### src/rtl/instr_fetch_unit_pkg.sv
// rtl/instr_fetch_unit_pkg.sv - shared fetch constants and state type
// Holds bus widths, the sequential PC step, the reset fetch address
// and the fetch FSM state enumeration used by the interface and the top.
package instr_fetch_unit_pkg;

    localparam int ADDR_W = 32;
    localparam int DATA_W = 32;

    localparam logic [ADDR_W-1:0] PC_STEP  = 'd4;
    localparam logic [ADDR_W-1:0] RESET_PC = '0;

    // IDLE : nothing outstanding, nothing presented
    // WAIT : request outstanding, response will be presented
    // HOLD : instruction presented to decode, waiting for id_ready
    // DRAIN: request outstanding but squashed by a redirect
    typedef enum logic [1:0] {
        FS_IDLE  = 2'd0,
        FS_WAIT  = 2'd1,
        FS_HOLD  = 2'd2,
        FS_DRAIN = 2'd3
    } fetch_state_e;

endpackage

### src/rtl/instr_fetch_unit_if.sv
// rtl/instr_fetch_unit_if.sv - fetch unit bus bundle
// Groups the PC loop (pc_in/next_pc), instruction memory req/ack port,
// redirect input and the IF/ID valid/ready output.
// master: the fetch unit. slave: PC register, memory, decode and redirect source.
interface instr_fetch_unit_if;
    import instr_fetch_unit_pkg::*;

    logic [ADDR_W-1:0] pc_in;
    logic [ADDR_W-1:0] next_pc;
    logic              imem_req;
    logic [ADDR_W-1:0] imem_addr;
    logic              imem_ack;
    logic [DATA_W-1:0] imem_rdata;
    logic              redirect;
    logic [ADDR_W-1:0] redirect_pc;
    logic              if_valid;
    logic [DATA_W-1:0] if_instr;
    logic [ADDR_W-1:0] if_pc;
    logic              id_ready;

    modport master (
        input  pc_in, imem_ack, imem_rdata, redirect, redirect_pc, id_ready,
        output next_pc, imem_req, imem_addr, if_valid, if_instr, if_pc
    );

    modport slave (
        output pc_in, imem_ack, imem_rdata, redirect, redirect_pc, id_ready,
        input  next_pc, imem_req, imem_addr, if_valid, if_instr, if_pc
    );

endinterface

### src/rtl/instr_fetch_unit.sv
// rtl/instr_fetch_unit.sv - single-outstanding instruction fetch unit
// Ports:
//   clk   - clock, state updates on the rising edge
//   rst_n - asynchronous active-low reset
//   bus   - instr_fetch_unit_if.master: pc_in/next_pc PC loop, imem req/ack
//           memory port, redirect/redirect_pc, if_valid/if_instr/if_pc/id_ready
module instr_fetch_unit
    import instr_fetch_unit_pkg::*;
(
    input  logic               clk,
    input  logic               rst_n,
    instr_fetch_unit_if.master bus
);

    fetch_state_e      r_state;
    fetch_state_e      w_state_nxt;
    logic              r_imem_req;
    logic [ADDR_W-1:0] r_imem_addr;
    logic              r_if_valid;
    logic [DATA_W-1:0] r_if_instr;
    logic [ADDR_W-1:0] r_if_pc;
    logic              w_advance;
    logic              w_load_req;
    logic              w_load_out;
    logic [ADDR_W-1:0] w_next_pc;

    // A response only counts as an advance when it belongs to a live fetch;
    // an ack in DRAIN is the squashed request and leaves the PC alone.
    assign w_advance = (r_state == FS_WAIT) && bus.imem_ack;

    always_ff @(posedge clk or negedge rst_n) begin
        if (!rst_n) begin
            r_state <= FS_IDLE;
        end else begin
            r_state <= w_state_nxt;
        end
    end

    always_comb begin
        w_state_nxt = r_state;
        case (r_state)
            FS_IDLE: begin
                if (!bus.redirect) w_state_nxt = FS_WAIT;
            end
            FS_WAIT: begin
                if (bus.redirect)      w_state_nxt = bus.imem_ack ? FS_IDLE : FS_DRAIN;
                else if (bus.imem_ack) w_state_nxt = FS_HOLD;
            end
            FS_HOLD: begin
                if (bus.redirect)      w_state_nxt = FS_IDLE;
                else if (bus.id_ready) w_state_nxt = FS_WAIT;
            end
            FS_DRAIN: begin
                // The pending response must still be swallowed, so an ack
                // always ends the drain even if another redirect arrives.
                if (bus.imem_ack) w_state_nxt = FS_IDLE;
            end
            default: w_state_nxt = FS_IDLE;
        endcase
    end

    always_comb begin
        w_load_req = ((r_state == FS_IDLE) || (r_state == FS_HOLD)) && (w_state_nxt == FS_WAIT);
        w_load_out = w_advance && !bus.redirect;
        if (bus.redirect)   w_next_pc = bus.redirect_pc;
        else if (w_advance) w_next_pc = bus.pc_in + PC_STEP;
        else                w_next_pc = bus.pc_in;
    end

    always_ff @(posedge clk or negedge rst_n) begin
        if (!rst_n) begin
            r_imem_req  <= 1'b0;
            r_imem_addr <= RESET_PC;
            r_if_valid  <= 1'b0;
            r_if_instr  <= '0;
            r_if_pc     <= '0;
        end else begin
            r_imem_req <= (w_state_nxt == FS_WAIT) || (w_state_nxt == FS_DRAIN);
            r_if_valid <= (w_state_nxt == FS_HOLD);
            if (w_load_req) r_imem_addr <= bus.pc_in;
            if (w_load_out) begin
                r_if_instr <= bus.imem_rdata;
                r_if_pc    <= r_imem_addr;
            end
        end
    end

    assign bus.next_pc   = w_next_pc;
    assign bus.imem_req  = r_imem_req;
    assign bus.imem_addr = r_imem_addr;
    assign bus.if_valid  = r_if_valid;
    assign bus.if_instr  = r_if_instr;
    assign bus.if_pc     = r_if_pc;

endmodule
### src/flat_wrapper.sv
// flat-port wrapper written by rule: the top's interface ports become plain ports
module instr_fetch_unit_flat import instr_fetch_unit_pkg::*;
  (clk, rst_n, bus_pc_in, bus_imem_ack, bus_imem_rdata, bus_redirect, bus_redirect_pc, bus_id_ready, bus_next_pc, bus_imem_req, bus_imem_addr, bus_if_valid, bus_if_instr, bus_if_pc);
  instr_fetch_unit_if bus_i ();
  input  logic clk;
  input  logic rst_n;
  input wire logic [$bits(bus_i.pc_in)-1:0] bus_pc_in;
  input wire logic [$bits(bus_i.imem_ack)-1:0] bus_imem_ack;
  input wire logic [$bits(bus_i.imem_rdata)-1:0] bus_imem_rdata;
  input wire logic [$bits(bus_i.redirect)-1:0] bus_redirect;
  input wire logic [$bits(bus_i.redirect_pc)-1:0] bus_redirect_pc;
  input wire logic [$bits(bus_i.id_ready)-1:0] bus_id_ready;
  output wire logic [$bits(bus_i.next_pc)-1:0] bus_next_pc;
  output wire logic [$bits(bus_i.imem_req)-1:0] bus_imem_req;
  output wire logic [$bits(bus_i.imem_addr)-1:0] bus_imem_addr;
  output wire logic [$bits(bus_i.if_valid)-1:0] bus_if_valid;
  output wire logic [$bits(bus_i.if_instr)-1:0] bus_if_instr;
  output wire logic [$bits(bus_i.if_pc)-1:0] bus_if_pc;
  assign bus_i.pc_in = bus_pc_in;
  assign bus_i.imem_ack = bus_imem_ack;
  assign bus_i.imem_rdata = bus_imem_rdata;
  assign bus_i.redirect = bus_redirect;
  assign bus_i.redirect_pc = bus_redirect_pc;
  assign bus_i.id_ready = bus_id_ready;
  assign bus_next_pc = bus_i.next_pc;
  assign bus_imem_req = bus_i.imem_req;
  assign bus_imem_addr = bus_i.imem_addr;
  assign bus_if_valid = bus_i.if_valid;
  assign bus_if_instr = bus_i.if_instr;
  assign bus_if_pc = bus_i.if_pc;
  instr_fetch_unit u_core (.clk(clk), .rst_n(rst_n), .bus(bus_i));
endmodule
### config.mk
export PLATFORM = sky130hd
export DESIGN_NAME = instr_fetch_unit_flat
export DESIGN_NICKNAME = d
export VERILOG_FILES = /design/src/rtl/instr_fetch_unit_pkg.sv /design/src/rtl/instr_fetch_unit_if.sv /design/src/rtl/instr_fetch_unit.sv /design/src/flat_wrapper.sv
export SDC_FILE = /design/constraint.sdc
export NUM_CORES = 1
export LEC_CHECK = 0
export ABC_AREA = 1
export CAP_MARGIN = 20
export CELL_PAD_IN_SITES_DETAIL_PLACEMENT = 1
export CELL_PAD_IN_SITES_GLOBAL_PLACEMENT = 2
export CORE_UTILIZATION = 34
export DETAILED_ROUTE_END_ITERATION = 8
export DONT_BUFFER_PORTS = 1
export PLACE_DENSITY = 0.84
export SKIP_CTS_REPAIR_TIMING = 1
export SYNTH_ARGS = -nofsm -noshare
export SYNTH_HDL_FRONTEND = slang
export SYNTH_SLANG_ARGS = --single-unit
### constraint.sdc
create_clock -name clk -period 3.4 [get_ports clk]
set_input_delay 0.17 -clock clk [delete_from_list [all_inputs] [get_ports clk]]
set_output_delay 0.17 -clock clk [all_outputs]
set_load 0.01 [all_outputs]
### After elaboration in Yosys (flattened, before gate mapping)

Cells that the tools add are included.

* bits in registers: 100
* input port bits: 101
* output and inout port bits: 130
* word-level logic and storage cells: 30

* $add $sub $neg: 1
* equality and inequality tests: 6
* mux-type cells: 10
* reduce and logical (&&, ||, !) cells: 7

Operators with widths (number)
* 32-bit two-way mux: 2
* 32-bit by 3-bit adder with 32-bit output (second input constant): 1
* 2-bit two-way mux: 7
* 2-bit == test (second input constant): 4
* 2-bit case mux with 4 select lines: 1
* 2-bit by 1-bit == test with 1-bit output (second input constant): 2
* 1-bit logical AND: 3
* 2-bit logical NOT: 1
* 1-bit logical OR: 2
* 1-bit logical NOT: 1

### Logic depth before layout (Yosys ltp)

Gate-level depths: netlist of run 1.

* depth after elaboration: 5
* gate-level depth with buffers: 10
* gate-level depth less buffers: 9

### Worst setup path after synthesis of run 1

Ideal clock, no wire load.

* path kind: reg2out
* from: register u_core.r_state[0]
* to: output port bus_next_pc[18]
* arrival: 1.342 ns
* data required time: 3.230 ns
* setup slack: 1.888 ns
* cell stages (with the launch flop): 9
* buffers on the path: 1
* cells stage by stage: dfrtp_1 nand2_1 nor2_2 buf_6 nand2_4 nor2_4 nand2_1 xor2_1 o21ai_1

* longest elaborated chain between the ends: 4

RTL lines
* start, declared: line instr_fetch_unit.sv:15 `fetch_state_e r_state;`
* start signal, assigned: line instr_fetch_unit.sv:35 `r_state <= w_state_nxt;`
* 2-bit by 1-bit == test with 1-bit output: line instr_fetch_unit.sv:29 `assign w_advance = (r_state == FS_WAIT) && bus.imem_ack;`
* 1-bit logical AND: line instr_fetch_unit.sv:29
* 32-bit two-way mux: line instr_fetch_unit.sv:66 `else if (w_advance) w_next_pc = bus.pc_in + PC_STEP;`
* 32-bit two-way mux: line instr_fetch_unit.sv:65 `if (bus.redirect) w_next_pc = bus.redirect_pc;`
* end, declared: line flat_wrapper.sv:13 `output wire logic [$bits(bus_i.next_pc)-1:0] bus_next_pc;`

No other way between the ends.

### Worst setup path in the final report of run 1

* from: register u_core.r_state[0]
* to: output port bus_next_pc[2]

Same word-level chain as after synthesis.

==> results.py, run 1 <==
metrics = {
    "sta": {
        "hold_slack_ns": -0.0295,
        "slew_headroom_pct": 43.6,
        "rsz0062_at_grt": "false",
        "final-setup-viol-count": 0,
        "min_period_over_period_pct": 71.8,
        "final_max_slew_viol_count": 0,
        "finalSetupTns_ns": 0,
        "worst_pin_slew_ns": 0.847,
        "finClkSkew_ns": 0.00885,
        "hold_viol": 2,
        "max_freq_ghz": 0.409,
        "final.min_clock_period_ns": 2.44,
    },
    "critical_path": {
        "startpoint_type": "register",
        "endpoint_kind": "primary output",
        "r2r_cells": 7,
        "crit_fanout": 76,
        "r2r_slack_ns": 1.31,
        "r2r_start": "u_core.r_state[0]",
        "path_class": "register to primary output",
        "worstSetupStartpoint": "u_core.r_state[0]",
        "arrival_ns": 2.27,
        "rr_endpoint": "u_core.bus.if_pc[13]",
        "endpoint": "bus_next_pc[2]",
        "required_ns": 3.23,
    },
    "clocking": {
        "cts_tree": "yes",
        "numCtsBuffers": 9,
        "clkTransAtPathRegs_ns": 0.07,
        "cts_root_buffer": "clkbuf_16",
        "cts_max_level": 3,
        "numClockSinks": 99,
        "ctsLongestPathBuffers": 2,
        "worst_skew_pair.late_latency_ns": 0.35,
    },
    "finish": {
        "area.growth.synth_to_final_pct": 21.6,
        "final_nets": 739,
        "multi_input_area_um2": 2140,
        "nFillCells": 1627,
        "drive_gt1_share_pct": 12.6,
        "final_common_cell": "nand2_1",
        "regArea_um2": 2480,
        "diodes": 0,
        "stdcell_count": 822,
        "layout_common_cells": "nand2_1 (169), dfrtp_1 (99), o21ai_0 (74)",
    },
    "routing": {
        "detail-route-antenna-nets": 0,
        "wire_per_inst_um": 19.0,
        "drtPass1Iterations": 4,
        "num_vias": 4185,
        "drcViolationCount": 0,
        "drt_wl_total_mm": 15.6,
        "viasPerCell": 5.09,
        "drt_iter0_markers": 147,
    },
    "synthesis": {
        "synthTopCellsByArea": "dfrtp_1 (50%), nand2_1 (13%), mux2_2 (7.9%)",
        "synthesis.area_um2": 4980,
        "yosysTopAreaCell": "dfrtp_1",
        "synth_nets": 688,
        "synth-seq-cells": 99,
        "yosysWarnings": 0,
        "synth_cell_types": 32,
        "ys_seq_area_share_pct": 49.8,
        "syn_avg_cell_area_um2": 8.50,
        "postSynthCellCount": 586,
        "synth_top_area_share_pct": 49.8,
    },
    "global_routing": {
        "track_usage_pct": 19.1,
        "grt_max_degree": 100,
        "grt_pass1_wl_mm": 21.6,
        "grt-ovfl-total": 0,
        "antenna_found_initial": 0,
        "first_global_vias": 3930,
    },
    "pwr": {
        "p_leak_uw": 0.00279,
        "power.density_nw_per_um2": 706,
        "pwr-share-seq_pct": 55.9,
        "p_sw_uw": 1640,
        "p_int_uw": 2630,
        "pwr-share-comb_pct": 20.5,
        "switching_share_pct": 38.5,
        "ir_drop_v": 0.000286,
        "clockPowerShare_pct": 23.6,
    },
    "placed_design": {
        "dp_hpwl_mm": 11.3,
        "portBuffers": 0,
        "gp_congestion": 0.841,
        "dp.cells": 744,
    },
    "floorplanning": {
        "core-area_um2": 14100,
        "die-area_um2": 15100,
        "die_x_um": 123,
        "rows": 43,
        "initial_utilization_pct": 35.3,
        "fp.dieH_um": 123,
        "pin_count": 231,
    },
    "hold_path": {
        "hold_path_class": "input pin to register",
    },
    "run_status": {
        "violations": "negative hold slack",
        "status": "finished with violations",
    },
    "flow_run": {
        "maxCapViolCount": 0,
    },
}
-- cell families (layout without fill, tap and decap cells) --
| group | count (synthesis) | count (layout) | share of synthesized area [%] |
|---|---|---|---|
| flip-flops | 99 | 99 | 49.8 |
| buffers and inverters | 91 | 147 | 7.44 |
| AO/OA/AOI/OAI | 89 | 89 | 9.25 |
| XOR/XNOR | 9 | 9 | 1.58 |
| AND/OR/NAND/NOR | 262 | 262 | 23.8 |
| adder cells (fa/ha/maj) | 1 | 1 | 0.251 |
| multiplexers | 35 | 35 | 7.92 |
-- critical path: stages (launching register included) --
cell	delay, ns
dfrtp_1	0.48
nand2_1	0.10
nor2_2	0.08
buf_4	0.21
nand2_4	0.47
o21ai_0	0.54
-- per-layer routing --
layer,global-route usage [%],routed length (um),vias to the layer above
li1,-,-,1986
met1,22.4,6360,2011
met2,32.0,7560,172
met3,7.61,1470,16
met4,5.95,190,0
met5,0,0,-
-- per-stage QoR --
stage / power [uW] / utilization [%] / area, um2 / worst slack (ns)
2_1_floorplan: 2910 / - / 4980 / 1.89
3_3_place_gp: 3100 / 36.3 / 5120 / 1.36
3_5_place_dp: 3210 / 36.3 / 5120 / 1.30
4_1_cts: 4240 / 38.4 / 5410 / 0.923
5_1_grt: 4570 / 42.9 / 6050 / 0.765
6_report: 4270 / 42.9 / 6050 / 0.958
-- cell usage after synthesis --
cell and n:
nand2_4 1, a21oi_1 2, mux2_2 35, o21ai_1 6, nand2_1 170, a31oi_1 1
nor2_2 9, inv_1 64, nor3_1 3, nand3_2 2, nand3b_1 2, buf_4 2
nand2_2 2, o21ai_0 74, nor3_4 1, nor2_4 6, dfrtp_1 99, buf_6 1
ha_1 1, xor2_1 3, nor3_2 2, nand3_1 32, o21bai_1 3, o22ai_1 1
xnor2_1 6, buf_2 11, clkbuf_1 10, inv_2 2, a21o_1 2, nor2_1 19
buf_1 1, nand4_1 13
-- registers in the layout, summed over array words and instances, names as in the netlist --
| name | count |
|---|---|
| u_core.bus.if_instr | 32 |
| u_core.bus.if_pc | 32 |
| u_core.bus.if_valid | 1 |
| u_core.bus.imem_addr | 32 |
| u_core.r_state | 2 |
-- worst min-delay path by stage --
stage / startpoint / endpoint / slack, ns / cells past startpoint
finish: bus_pc_in[24] / u_core.bus.imem_addr[24] / -0.03 / 2
global route: bus_pc_in[24] / u_core.bus.imem_addr[24] / 0.003 / 2
CTS: rst_n / u_core.bus.if_pc[21] / -0.51 / 0
detailed placement: rst_n / u_core.bus.if_pc[21] / -0.12 / 0
global placement: rst_n / u_core.bus.imem_addr[19] / -0.12 / 0
floorplan: rst_n / u_core.bus.if_instr[0] / -0.13 / 0
-- area by class of cell --
class,instances,share of cell area [%]
clock buffers,9,3.72
well taps,180,3.72
clock inverters,7,1.20
flip-flops and latches,99,40.9
inverters,66,4.09
multi-input cells,396,35.4
repair buffers,65,10.9
-- power groups by stage --
| stage | clock, uW | combinational [uW] | sequential [uW] |
|---|---|---|---|
| 5_1_grt | 1090 | 1010 | 2470 |
| 4_1_cts | 1050 | 798 | 2390 |
| 3_5_place_dp | 0 | 793 | 2410 |
| 6_report | 1010 | 875 | 2390 |
| 2_1_floorplan | 0 | 646 | 2260 |
| 3_3_place_gp | 0 | 729 | 2380 |
No activity file was read; power rests on OpenSTA's default activity.
==> run 2: changes to the inputs <==
Settings changed: ABC_AREA 1 to 0, PLACE_DENSITY 0.84 to 0.78.
Clock period 3.4 ns to 2.5 ns, I/O delays scaled along.
==> run 2 against run 1 <==
The flow still finishes with violations (negative hold slack). Cell count fell by 22%. Worst setup slack got worse by 0.86 ns. Clock skew shrank 0.0047 ns. Total power up 31%. Sequential share of layout area grew 1.1 points. Design area decreased by 2.7%. Critical path type unchanged. Largest cell class unchanged. Largest power group unchanged.
==> results.py, run 2 <==
metrics = {
    "critical_path": {
        "path_class": "register to primary output",
        "rr_endpoint": "u_core.bus.if_instr[12]",
        "r2r_start": "u_core.r_state[1]",
        "cp_top_family": "simple AND/OR/NAND/NOR gates",
        "cp_cell_sequence": "nand3b_4 -> or3_4 -> or4_1 -> a31oi_2",
        "r2r_slack_ns": 0.56,
        "crit_fanout": 15,
        "endpoint_kind": "primary output",
        "r2r_cells": 5,
        "crit_path_top_delay_cell": "or4_1",
        "required_ns": 2.38,
        "arrival_ns": 2.28,
        "cp_num_buf_inv": 0,
        "slowest_delay_ns": 0.56,
        "startpoint_type": "register",
    },
    "synthesis": {
        "async_flop_share_pct": 100,
        "synth_top_family_by_area": "multiplexers",
        "synthFlopType": "dfrtp_1",
        "synth_enable_flop_cells": 0,
        "synth-seq-cells": 99,
        "yosysTopAreaCell": "dfrtp_1",
        "synthAdderAreaFrac_pct": 0.264,
        "yosysWarnings": 0,
        "syn_avg_cell_area_um2": 11.8,
        "synth_compound_area_share_pct": 7.27,
        "synthTopCellsByCount": "dfrtp_1 (99), mux2_2 (92), nand2_1 (31), clkbuf_1 (23), nor2_1 (21)",
        "postSynthCellCount": 402,
        "synth_top_area_share_pct": 52.3,
        "synthesis.area_um2": 4730,
        "synth_nets": 504,
        "ys_seq_area_share_pct": 52.3,
        "synth.most_common_cell": "dfrtp_1",
        "synth_cell_types": 37,
        "synthSimpleGateAreaFrac_pct": 13.1,
        "synth.area.mux_share_pct": 22.1,
        "synthTopCellsByArea": "dfrtp_1 (52%), mux2_2 (22%), nand2_1 (2.5%)",
        "synth-xor-area-share_pct": 2.22,
    },
    "sta": {
        "final_max_slew_viol_count": 0,
        "min_period_over_period_pct": 96.3,
        "rsz0062_at_grt": "false",
        "hold_slack_ns": -0.0279,
        "max_freq_ghz": 0.415,
        "finClkSkew_ns": 0.00411,
        "hold_viol": 4,
        "worst_pin_slew_ns": 0.790,
        "slew_headroom_pct": 47.3,
        "final.min_clock_period_ns": 2.41,
        "final-setup-viol-count": 0,
    },
    "routing": {
        "drt_wl_total_mm": 14.7,
        "drcViolationCount": 0,
        "wire_per_inst_um": 22.8,
        "drtPass1Iterations": 4,
        "viasPerCell": 5.52,
        "drt_iter0_markers": 114,
        "num_vias": 3544,
        "detail-route-antenna-nets": 0,
    },
    "clocking": {
        "numCtsBuffers": 9,
        "clkTransAtPathRegs_ns": 0.07,
        "cts_root_buffer": "clkbuf_16",
        "cts_max_level": 3,
        "numClockSinks": 99,
        "worst_skew_pair.late_latency_ns": 0.35,
        "ctsLongestPathBuffers": 2,
        "cts_tree": "yes",
    },
    "finish": {
        "final_nets": 563,
        "diodes": 0,
        "layout_common_cells": "dfrtp_1 (99), mux2_2 (92), dlygate4sd3_1 (62)",
        "drive_gt1_share_pct": 27.9,
        "final_common_cell": "dfrtp_1",
        "fin_area_um2": 5890,
        "area.growth.synth_to_final_pct": 24.4,
    },
    "hold_path": {
        "worstHoldStart": "bus_pc_in[6]",
        "whs_path_depth": 2,
        "min_to": "u_core.bus.imem_addr[6]",
        "hold_path_class": "input pin to register",
    },
    "global_routing": {
        "antenna_found_initial": 0,
        "grt_max_degree": 100,
        "grt_pass1_wl_mm": 20.1,
        "first_global_vias": 3428,
        "grt-ovfl-total": 0,
        "track_usage_pct": 18.8,
    },
    "placed_design": {
        "dpl_cell_area_um2": 4940,
        "dp_hpwl_mm": 9.84,
        "portBuffers": 0,
        "gp_congestion": 0.769,
    },
    "pwr": {
        "ir_drop_v": 0.000442,
        "p_leak_uw": 0.00234,
        "power.density_nw_per_um2": 950,
    },
    "floorplanning": {
        "die_x_um": 120,
        "core-area_um2": 13400,
        "fp.dieH_um": 120,
        "initial_utilization_pct": 35.3,
        "rows": 42,
        "die-area_um2": 14400,
        "pin_count": 231,
    },
    "run_status": {
        "violations": "negative hold slack",
        "status": "finished with violations",
    },
    "flow_run": {
        "maxCapViolCount": 0,
    },
}
## run 2: cell types whose count changed in the layout (fill, tap and decap cells not counted), moves of 6 or more
cell | before | now
o21ai_0 | 74 | 19
buf_4 | 3 | 10
nor2_4 | 7 | 1
mux2_2 | 35 | 92
or4_1 | 0 | 12
nor2_2 | 8 | 0
nand3_1 | 32 | 10
a31oi_1 | 1 | 14
o31ai_1 | 0 | 12
nand4_1 | 13 | 5
nor4_1 | 0 | 6
nand2_1 | 169 | 31
inv_1 | 64 | 7
## run 2: metal layers
metal	global-route usage, %	routed length, um	vias to the layer above
li1	-	-	1587
met1	22.2	5760	1758
met2	31.0	7220	183
met3	6.99	1430	16
met4	6.80	260	0
met5	0	0	-
## run 2: worst reg2reg max path, delay by kind of cell, from the launching register on
family        cells  cell delay [ns]
flops             1             0.41
buf+inv           2             0.66
simple gates      2             0.30
mux               1             0.47
## run 2: power by group
group	switching (uW)	internal, uW	total (uW)
logic	419	664	1080
registers	870	2290	3160
clock network	664	693	1360
## run 2: layout make-up
cell class / count / area (um2)
multi-input cells: 271 / 2160
clock buffers: 9 / 225
well taps: 176 / 220
inverters: 7 / 26.3
flip-flops and latches: 99 / 2480
clock inverters: 7 / 60.1
fillers: 1401 / 7510
repair buffers: 73 / 723
## run 2: worst max path at each step
| stage | startpoint | endpoint | slack [ns] | depth (start not counted) |
|---|---|---|---|---|
| floorplan | u_core.r_state[0] | bus_next_pc[31] | 0.43 | 5 |
| global placement | u_core.r_state[1] | bus_next_pc[31] | 0.29 | 4 |
| detailed placement | u_core.r_state[1] | bus_next_pc[31] | 0.24 | 4 |
| CTS | u_core.r_state[1] | bus_next_pc[31] | -0.15 | 4 |
| global route | u_core.r_state[1] | bus_next_pc[29] | 0.01 | 5 |
| finish | u_core.r_state[1] | bus_next_pc[22] | 0.09 | 4 |
## run 2: kinds of logic (layout without fill, tap and decap cells)
group / after synthesis / after routing
XOR/XNOR: 12 / 12
AO/OA/AOI/OAI: 55 / 55
buffers and inverters: 32 / 96
multiplexers: 93 / 93
AND/OR/NAND/NOR: 110 / 110
adder cells (fa/ha/maj): 1 / 1
flip-flops: 99 / 99
## run 2: through the flow
stage	util, %	std cells	power, uW	setup slack [ns]	setup TNS [ns]
floorplan	-	402	3800	0.431	0
global placement	36.8	563	4060	0.289	0
CTS	39.0	579	5530	-0.145	-0.374
finish	44.0	642	5600	0.0932	0
global route	44.0	642	5910	0.0140	0
detailed placement	36.8	563	4150	0.245	0
